==> src/rtl/alu_req_dispatcher_pkg.sv <==
// Shared types and width constants for the ALU request dispatcher and its FIFO.
package alu_disp_pkg;

  localparam int OPERAND_MAX_DATA_WIDTH = 8;
  localparam int DATA_W     = OPERAND_MAX_DATA_WIDTH;
  localparam int OP_W       = 3;
  localparam int DISP_DEPTH = 4;
  localparam int DISP_TAG_W = 4;

  typedef enum logic [1:0] {
    IDLE  = 2'd0,
    ISSUE = 2'd1,
    WAIT  = 2'd2
  } disp_state_t;

  typedef struct packed {
    logic [DATA_W-1:0] a;
    logic [DATA_W-1:0] b;
    logic [OP_W-1:0]   op;
  } alu_req_t;

endpackage

==> src/rtl/alu_req_dispatcher_fifo.sv <==
// Request buffer: DEPTH entries of alu_req_t, head visible on dout_o (show-ahead).
module alu_req_fifo
  import alu_disp_pkg::*;
#(
  parameter int DEPTH = DISP_DEPTH
) (
  input  logic                     clk,
  input  logic                     rst,
  input  logic                     push_i,
  input  alu_req_t                 din_i,
  input  logic                     pop_i,
  output alu_req_t                 dout_o,
  output logic                     full_o,
  output logic                     empty_o,
  output logic [$clog2(DEPTH):0]   count_o
);

  localparam int PTR_W = $clog2(DEPTH);
  localparam int CNT_W = PTR_W + 1;

  alu_req_t             mem_q [DEPTH];
  logic [PTR_W-1:0]     wr_ptr_q, wr_ptr_d;
  logic [PTR_W-1:0]     rd_ptr_q, rd_ptr_d;
  logic [CNT_W-1:0]     count_q, count_d;
  logic                 do_push, do_pop;

  assign full_o  = (count_q == CNT_W'(DEPTH));
  assign empty_o = (count_q == '0);
  assign count_o = count_q;
  assign dout_o  = mem_q[rd_ptr_q];

  // A full FIFO never accepts, even when a pop happens in the same cycle.
  assign do_push = push_i && !full_o;
  assign do_pop  = pop_i && !empty_o;

  always_comb begin
    wr_ptr_d = wr_ptr_q;
    rd_ptr_d = rd_ptr_q;
    count_d  = count_q;
    if (do_push) wr_ptr_d = wr_ptr_q + PTR_W'(1);
    if (do_pop)  rd_ptr_d = rd_ptr_q + PTR_W'(1);
    case ({do_push, do_pop})
      2'b10:   count_d = count_q + CNT_W'(1);
      2'b01:   count_d = count_q - CNT_W'(1);
      default: count_d = count_q;
    endcase
  end

  always_ff @(posedge clk) begin
    if (rst) begin
      wr_ptr_q <= '0;
      rd_ptr_q <= '0;
      count_q  <= '0;
    end else begin
      wr_ptr_q <= wr_ptr_d;
      rd_ptr_q <= rd_ptr_d;
      count_q  <= count_d;
    end
  end

  // Storage is not reset: a flush only needs the pointers and count cleared.
  always_ff @(posedge clk) begin
    if (do_push) mem_q[wr_ptr_q] <= din_i;
  end

endmodule

==> src/rtl/alu_req_dispatcher.sv <==
// Buffers ALU requests and issues them one at a time with a start pulse and a
// wrap-around tag, waiting for the ALU done pulse between issues.
//
// Handshake: a request transfers at a rising edge where req_valid && req_ready;
// req_ready depends only on occupancy, never on req_valid.
module alu_req_dispatcher
  import alu_disp_pkg::*;
#(
  parameter int DEPTH = DISP_DEPTH,
  parameter int TAG_W = DISP_TAG_W
) (
  input  logic                     clk,
  input  logic                     rst,
  input  logic                     req_valid,
  output logic                     req_ready,
  input  logic [DATA_W-1:0]        req_a,
  input  logic [DATA_W-1:0]        req_b,
  input  logic [OP_W-1:0]          req_op,
  output logic                     alu_start,
  output logic [DATA_W-1:0]        alu_a,
  output logic [DATA_W-1:0]        alu_b,
  output logic [OP_W-1:0]          alu_op,
  output logic [TAG_W-1:0]         alu_tag,
  input  logic                     alu_done,
  output logic [$clog2(DEPTH):0]   occupancy,
  output logic                     busy,
  output logic                     err_spurious,
  output disp_state_t              dbg_state
);

  disp_state_t          state_q, state_d;
  alu_req_t             head;
  alu_req_t             push_req;
  logic                 fifo_full, fifo_empty;
  logic                 issue;
  logic [DATA_W-1:0]    alu_a_q, alu_b_q;
  logic [OP_W-1:0]      alu_op_q;
  logic [TAG_W-1:0]     alu_tag_q, tag_cnt_q;
  logic                 err_q, err_d;

  assign push_req = '{a: req_a, b: req_b, op: req_op};

  alu_req_fifo #(.DEPTH(DEPTH)) u_fifo (
    .clk     (clk),
    .rst     (rst),
    .push_i  (req_valid && !fifo_full),
    .din_i   (push_req),
    .pop_i   (issue),
    .dout_o  (head),
    .full_o  (fifo_full),
    .empty_o (fifo_empty),
    .count_o (occupancy)
  );

  // issue marks the edge entering ISSUE: the head is loaded and popped there.
  always_comb begin
    state_d = state_q;
    issue   = 1'b0;
    unique case (state_q)
      IDLE: begin
        if (!fifo_empty) begin
          state_d = ISSUE;
          issue   = 1'b1;
        end
      end
      ISSUE: state_d = WAIT;
      WAIT: begin
        if (alu_done) begin
          if (!fifo_empty) begin
            state_d = ISSUE;
            issue   = 1'b1;
          end else begin
            state_d = IDLE;
          end
        end
      end
      default: state_d = IDLE;
    endcase
  end

  assign err_d = err_q || (alu_done && (state_q != WAIT));

  always_ff @(posedge clk) begin
    if (rst) begin
      state_q   <= IDLE;
      alu_a_q   <= '0;
      alu_b_q   <= '0;
      alu_op_q  <= '0;
      alu_tag_q <= '0;
      tag_cnt_q <= '0;
      err_q     <= 1'b0;
    end else begin
      state_q <= state_d;
      err_q   <= err_d;
      if (issue) begin
        alu_a_q   <= head.a;
        alu_b_q   <= head.b;
        alu_op_q  <= head.op;
        alu_tag_q <= tag_cnt_q;
        tag_cnt_q <= tag_cnt_q + TAG_W'(1);
      end
    end
  end

  assign req_ready    = !fifo_full;
  assign alu_start    = (state_q == ISSUE);
  assign alu_a        = alu_a_q;
  assign alu_b        = alu_b_q;
  assign alu_op       = alu_op_q;
  assign alu_tag      = alu_tag_q;
  assign busy         = (state_q != IDLE) || (occupancy != '0);
  assign err_spurious = err_q;
  assign dbg_state    = state_q;

endmodule

==> config.mk <==
export PLATFORM = sky130hd
export DESIGN_NAME = alu_req_dispatcher
export DESIGN_NICKNAME = d
export VERILOG_FILES = /design/src/rtl/alu_req_dispatcher_pkg.sv /design/src/rtl/alu_req_dispatcher_fifo.sv /design/src/rtl/alu_req_dispatcher.sv
export SDC_FILE = /design/constraint.sdc
export NUM_CORES = 1
export LEC_CHECK = 0
export CORE_ASPECT_RATIO = 1.75
export CORE_MARGIN = 5
export CORE_UTILIZATION = 30
export CTS_CLUSTER_SIZE = 12
export DETAILED_ROUTE_END_ITERATION = 12
export PLACE_DENSITY = 0.55
export SLEW_MARGIN = 20
export SYNTH_ARGS = -nofsm -noshare
export SYNTH_HDL_FRONTEND = slang
export SYNTH_SLANG_ARGS = --single-unit
==> constraint.sdc <==
create_clock -name clk -period 6.92 [get_ports clk]
set_input_delay 0.692 -clock clk [delete_from_list [all_inputs] [get_ports clk]]
set_output_delay 0.692 -clock clk [all_outputs]
set_load 0.005 [all_outputs]
Word-level counts from Yosys, hierarchy flattened

Memory sizes are Yosys's and may differ from the RTL's. A register that Yosys moved wholly into a read port is not among the register bits.
Index checks and enable logic that the tools add are counted.

Mux-type cells: 10
Reduce and logical (&&, ||, !) cells: 14
Equality and inequality tests: 8
Add/subtract/negate cells: 5

Operators by type and width:

| kind                                                                | number |
|---|---|
| 2-bit inequality test (second input constant)                       | 3 |
| 2-bit one-hot mux with 3 select lines                               | 1 |
| 3-bit one-hot mux with 2 select lines                               | 1 |
| 1-bit 2-to-1 mux                                                    | 5 |
| 2-bit by 1-bit adder with 2-bit output (second input constant)      | 2 |
| 4-bit by 1-bit adder with 4-bit output (second input constant)      | 1 |
| 2-bit by 1-bit == test with 1-bit output (second input constant)    | 2 |
| 2-bit == test (second input constant)                               | 2 |
| 1-bit logical AND                                                   | 4 |
| 2-bit 2-to-1 mux                                                    | 2 |
| 2-bit nonzero test                                                  | 2 |
| 3-bit by 1-bit adder with 3-bit output (second input constant)      | 1 |
| 3-bit == test (second input constant)                               | 1 |
| 3-bit logical NOT                                                   | 1 |
| 3-bit nonzero test                                                  | 1 |
| 3-bit by 1-bit subtractor with 3-bit output (second input constant) | 1 |
| 1-bit logical NOT                                                   | 2 |
| 2-bit logical NOT                                                   | 1 |
| 1-bit logical OR                                                    | 2 |
| 1-bit one-hot mux with 2 select lines                               | 1 |
| 2-bit AND reduction                                                 | 1 |

Register bits: 18
Memories kept: 1
Output and inout bits: 32
Memory bits (writable): 76
Input bits: 23
Word-level logic and storage cells: 45

Memory list:

| name         | words | width | rd ports | clocked after memory_dff | write ports | line                          | source |
|---|---|---|---|---|---|---|---|
| u_fifo.mem_q | 4     | 19    | 1        | 1                        | 1           | alu_req_dispatcher_fifo.sv:21 | `alu_req_t mem_q [DEPTH];` |

Depth between registers and ports, before layout

Word-level depth: 7
Gate-level depth with buffers: 10
Depth with buffers taken out: 8

Modules after synthesis

Synthesis repeated with hierarchy kept, for this count alone.

Cells, all modules: 297
Area total of the unflattened synthesis: 4536.9 um2

Modules (own cells, without submodules):

| module             | instances | cells an instance | area each (um2) | sequential area each (um2) |
|---|---|---|---|---|
| alu_req_fifo       | 1         | 153               | 3260.6          | 2462.4 |
| alu_req_dispatcher | 1         | 144               | 1276.2          | 600.6 |

Worst setup path before layout

OpenSTA, ideal clock, no wires.

Kind: input-to-reg
Start point: input alu_done
End point: register u_fifo.count_q[2] (netlist: u_fifo.count_o[2])
Stages on the path: 10
Setup time: 0.071 ns
Required time: 6.849 ns
Data arrival time: 2.415 ns
Path slack: 4.435 ns
Buffers on the path: 2
Path through: nor2b_1 buf_2 nor3_1 buf_2 ha_1 inv_1 fa_1 xor2_1 or3_1 a21oi_1

Cells in the longest elaborated chain, start to end: 5
Elaborated cells on any way between the ends: 7
Those cells by class: 2 x eq/ne; 3 x mux; 2 x reduce/logical

Ends and longest elaborated chain:

| item                                                                               | line                          | source |
|---|---|---|
| start, declared                                                                    | alu_req_dispatcher.sv:24      | `input logic alu_done,` |
| 1-bit 2-to-1 mux *                                                                 | alu_req_dispatcher.sv:68      | `if (alu_done) begin` |
| 1-bit one-hot mux with 2 select lines *                                            | alu_req_dispatcher.sv:59      | `unique case (state_q)` |
| 1-bit logical AND *                                                                | alu_req_dispatcher_fifo.sv:34 | `assign do_pop = pop_i && !empty_o;` |
| named net u_fifo.do_pop                                                            | alu_req_dispatcher_fifo.sv:25 | `logic do_push, do_pop;` |
| 2-bit by 1-bit == test with 1-bit output / 2-bit == test (equally long branches)   | alu_req_dispatcher_fifo.sv:42 | `case ({do_push, do_pop})` |
| 3-bit one-hot mux with 2 select lines / 2-bit nonzero test (equally long branches) | -                             |  |
| end signal, assigned                                                               | alu_req_dispatcher_fifo.sv:57 | `count_q <= count_d;` |
| end, declared                                                                      | alu_req_dispatcher_fifo.sv:24 | `logic [CNT_W-1:0] count_q, count_d;` |

Mark *: on every way through the listed nets, which the timed path passes. The rest lies on a longest branch.
A chain may end at the register's enable or synchronous reset.

Worst setup path in the final report

Start point: input alu_done
End point: register u_fifo.count_q[2] (netlist: u_fifo.count_o[2])

Cells in the longest elaborated chain, start to end: 5
Elaborated cells on any way between the ends: 7
Those cells by class: 2 x eq/ne; 3 x mux; 2 x reduce/logical

Ends and longest elaborated chain:

| item                                                                               | line |
|---|---|
| 1-bit 2-to-1 mux *                                                                 | alu_req_dispatcher.sv:68 |
| 1-bit one-hot mux with 2 select lines *                                            | alu_req_dispatcher.sv:59 |
| 1-bit logical AND *                                                                | alu_req_dispatcher_fifo.sv:34 |
| 2-bit by 1-bit == test with 1-bit output / 2-bit == test (equally long branches)   | alu_req_dispatcher_fifo.sv:42 |
| 3-bit one-hot mux with 2 select lines / 2-bit nonzero test (equally long branches) | - |

Mark *: on every way between the ends. The rest lies on a longest branch, timed or not.

==> summary.txt <==
Status
  – Status: completed

Logic synthesis
  – Mapped Area: 0.00437 sq mm
  – Largest family of logic cells by synthesized area: multiplexers
  – #FFs+latches synth: 113
  – Post-synth EDFFs: 76
  – Syn Nets: 299
  – Mux cell area share after synthesis: 0.106
  – Post-synth ARST share: 0
  – YS warnings: 0
  – Post-Syn Instances: 269
  – Mean Syn Cell Area: 16.2 sq um
  – Synth unique cells: 33
  – Xor/xnor cell area share of the yosys netlist: 0.00401
  – Complex-gate fraction of the synthesized area: 0.0707
  – Most common flop cell mapped by yosys: edfxtp_1
  – Synth Area in Simple Gates: 0.0802
  – Sequential element share of the synthesized area: 0.692
  – Synth Area in Adders: 0.0218

Clocking
  – Clk_lat worst skew: 0.40 ns
  – CTS tree: built
  – CTS H-tree lvls: 4
  – Clock transition at path regs: 0.06 ns
  – Maximum buffer depth of the clock tree: 2
  – Post-CTS setup buffers: 0
  – Post-CTS Resized: 0
  – Post-CTS Hold Fix Bufs: 0
  – Cts bufs inserted: 17
  – Clock root buffer: clkbuf_16
  – Clock sink total: 113

Power and ir drop
  – Peak supply drop: 155 uV
  – Sw frac: 0.282
  – Clk pwr share: 0.363
  – Reg power frac: 0.393
  – Internal power: 1.69 mW
  – Sw Pwr: 662 uW
  – Leak Pwr: 1.88 nW
  – Pwr/cell area: 413 mW/mm^2
  – Gate power share: 0.245

STA
  – Hold slack: 0.468 ns
  – Unrepaired setup endpoints after global routing: no
  – Slew Viols, Final: 0
  – Fin Setup TNS: 0 ns
  – Setup Skew: 0.00918 ns
  – Least-Margin Pin Slew: 1.07 ns
  – Final setup violating endpoints: 0
  – Worst slew margin: 0.288
  – FMAX: 0.349 GHz
  – Min Tclk post-route: 2.86 ns
  – Tcrit/Tclk final: 0.414
  – Final Hold Fails: 0

Floorplan
  – Ports: 55
  – Row Count: 58
  – Die Wd: 101 um
  – Initial core utilization: 0.304
  – Die area: 0.0172 sq mm
  – Core Area: 0.0144 sq mm
  – Die height: 170 um

Place
  – Port Buffer Count: 54
  – HPWL Detailed: 5580 um
  – Placer congestion estimate: 0.714
  – Cells after DPL: 489

Cells and area
  – Total Nets Final: 359
  – Fill cell count: 1365
  – Register Area: 0.00302 sq mm
  – Non-filler cells, final: 522
  – Area of the multi-input gates: 0.00124 sq mm
  – Ant diodes: 0
  – Commonest non-fill, non-tap cells in the layout: edfxtp_1, clkdlybuf4s50_1, dfxtp_1, nand2b_1
  – P&R area growth vs syn: 30.3%
  – Fin util: 0.396
  – Layout cell share with drive strength beyond 1: 0.181
  – Most common cell after layout, fill and taps aside: edfxtp_1

Global routing
  – Global Route met3 Usage: 0.0350
  – Vias in the first global route: 2650
  – Grt ovf: 0
  – Initial antenna violation count: 0
  – First-pass GRT wire length: 14000 um
  – GR Util met1: 0.116
  – Global-route usage over all layers: 0.110
  – Pin count of the biggest net entering global routing: 41
  – Met2 Resource Use GR: 0.194
  – Gr busiest metal: met2

Critical path
  – Worst Path Buf+Inv: 3
  – Worst reg2reg path startpoint: dbg_state[1]
  – Max stage delay on crit path: 0.71 ns
  – Crit-path leading delay family: simple AND/OR/NAND/NOR gates
  – Worst setup path category: input pin to flop
  – Cell at the slowest stage of the critical path: nor2b_1
  – Setup crit start kind: input pin
  – CP Launch Point: alu_done
  – Critical-path cell list: clkdlybuf4s50_1, nor2b_1, nor3_2, buf_4, ha_1, inv_1, fa_1, xor2_1, or3_1, a21oi_1
  – Max FO, Critical Path: 20
  – Critical path required time: 7.25 ns
  – Arr. time, crit path: 3.20 ns
  – Crit. End Element: flop

Detailed routing
  – Post-route ant nets: 0
  – Remaining DRCs: 0
  – Via count: 2452
  – Wirelength per Cell: 17.0 um
  – Final wirelength: 8870 um
  – Vias/cell: 4.70
  – Drt first-iter violations: 64
  – DRT Pass-1 Iters: 4

Worst hold path
  – Hold Crit Class: flop to flop
  – Hold Crit Start: alu_tag[0]

Job
  – Max Cap Viol: 0
[area by class of cell]
cell class,count,area share
multi-input combinational,132,0.219
clock inverter,14,0.0272
inverter,6,0.00395
sequential,113,0.531
timing repair buffer,59,0.103
tap,180,0.0395
clock buffer,18,0.0771
[power groups by stage]
stage          Combinational (mW)  Sequential (mW)  Clock, mW
3_3_place_gp                0.579            0.934          0
6_report                    0.576            0.924      0.853
3_5_place_dp                0.586            0.939          0
4_1_cts                     0.588            0.926      0.870
5_1_grt                     0.632            0.940      0.901
2_1_floorplan               0.346            0.910          0
[cells in the mapped netlist, types with 3 or more instances]
cell / number / area share
clkbuf_1: 6 / 0.0052
buf_2: 6 / 0.0069
ha_1: 6 / 0.017
nand2b_1: 21 / 0.030
o31ai_1: 7 / 0.012
or3_1: 3 / 0.0043
mux4_2: 19 / 0.098
dfxtp_1: 37 / 0.17
nor2_1: 8 / 0.0069
and3_1: 4 / 0.0057
nand3_1: 3 / 0.0034
edfxtp_1: 76 / 0.52
o2bb2ai_1: 19 / 0.038
mux2_2: 3 / 0.0077
nor2b_1: 5 / 0.0072
a21oi_1: 12 / 0.014
nand4_1: 7 / 0.010
inv_1: 6 / 0.0052
[state kept, by name (all words and copies together), names as in the netlist]
signal / flops
u_fifo.rd_ptr_q: 2
u_fifo.mem_q: 76
u_fifo.wr_ptr_q: 2
dbg_state: 2
alu_a: 8
alu_tag: 4
alu_op: 3
tag_cnt_q: 4
alu_b: 8
err_spurious: 1
u_fifo.count_o: 3
[worst register-to-register path: stages, from the launching register on]
cell	delay, ns
dfxtp_1	0.40
nor2b_1	0.73
nor3_2	0.06
buf_4	0.25
ha_1	0.26
inv_1	0.08
fa_1	0.18
xor2_1	0.07
or3_1	0.30
a21oi_1	0.15
[routing by layer]
layer  share of wire  wire, um  up-vias
met5               0         0        -
met1            0.38      3330     1226
met2            0.57      5060       51
met4           0.015       137        0
li1                -         -     1167
met3           0.038       340        8
[final timing paths]
path                        to  slack [ns]  cells past startpoint
max          u_fifo.count_o[2]        4.06                     10
min                 alu_tag[0]        0.47                      2
max reg2reg  u_fifo.count_o[2]        4.38                      9
min reg2reg         alu_tag[0]        0.47                      2
[per-stage QoR]
stage               power, mW  worst slack, ns  instance area [sq um]
finish                   2.35             4.06                   5700
global route             2.47             3.86                   5700
CTS                      2.38             4.06                   5680
detailed placement       1.52             3.68                   5090
global placement         1.51             3.77                   5090
floorplan                1.26             4.43                   4370
[cells by family (layout without fill, tap and decap cells)]
logic type               after synthesis  count (layout)
flip-flops                           113             113
AND/OR/NAND/NOR                       59              59
AO/OA/AOI/OAI                         42              42
buffers and inverters                 24              97
multiplexers                          22              22
adder cells (fa/ha/maj)                7               7
XOR/XNOR                               2               2
(Power assumes the default switching activity.)
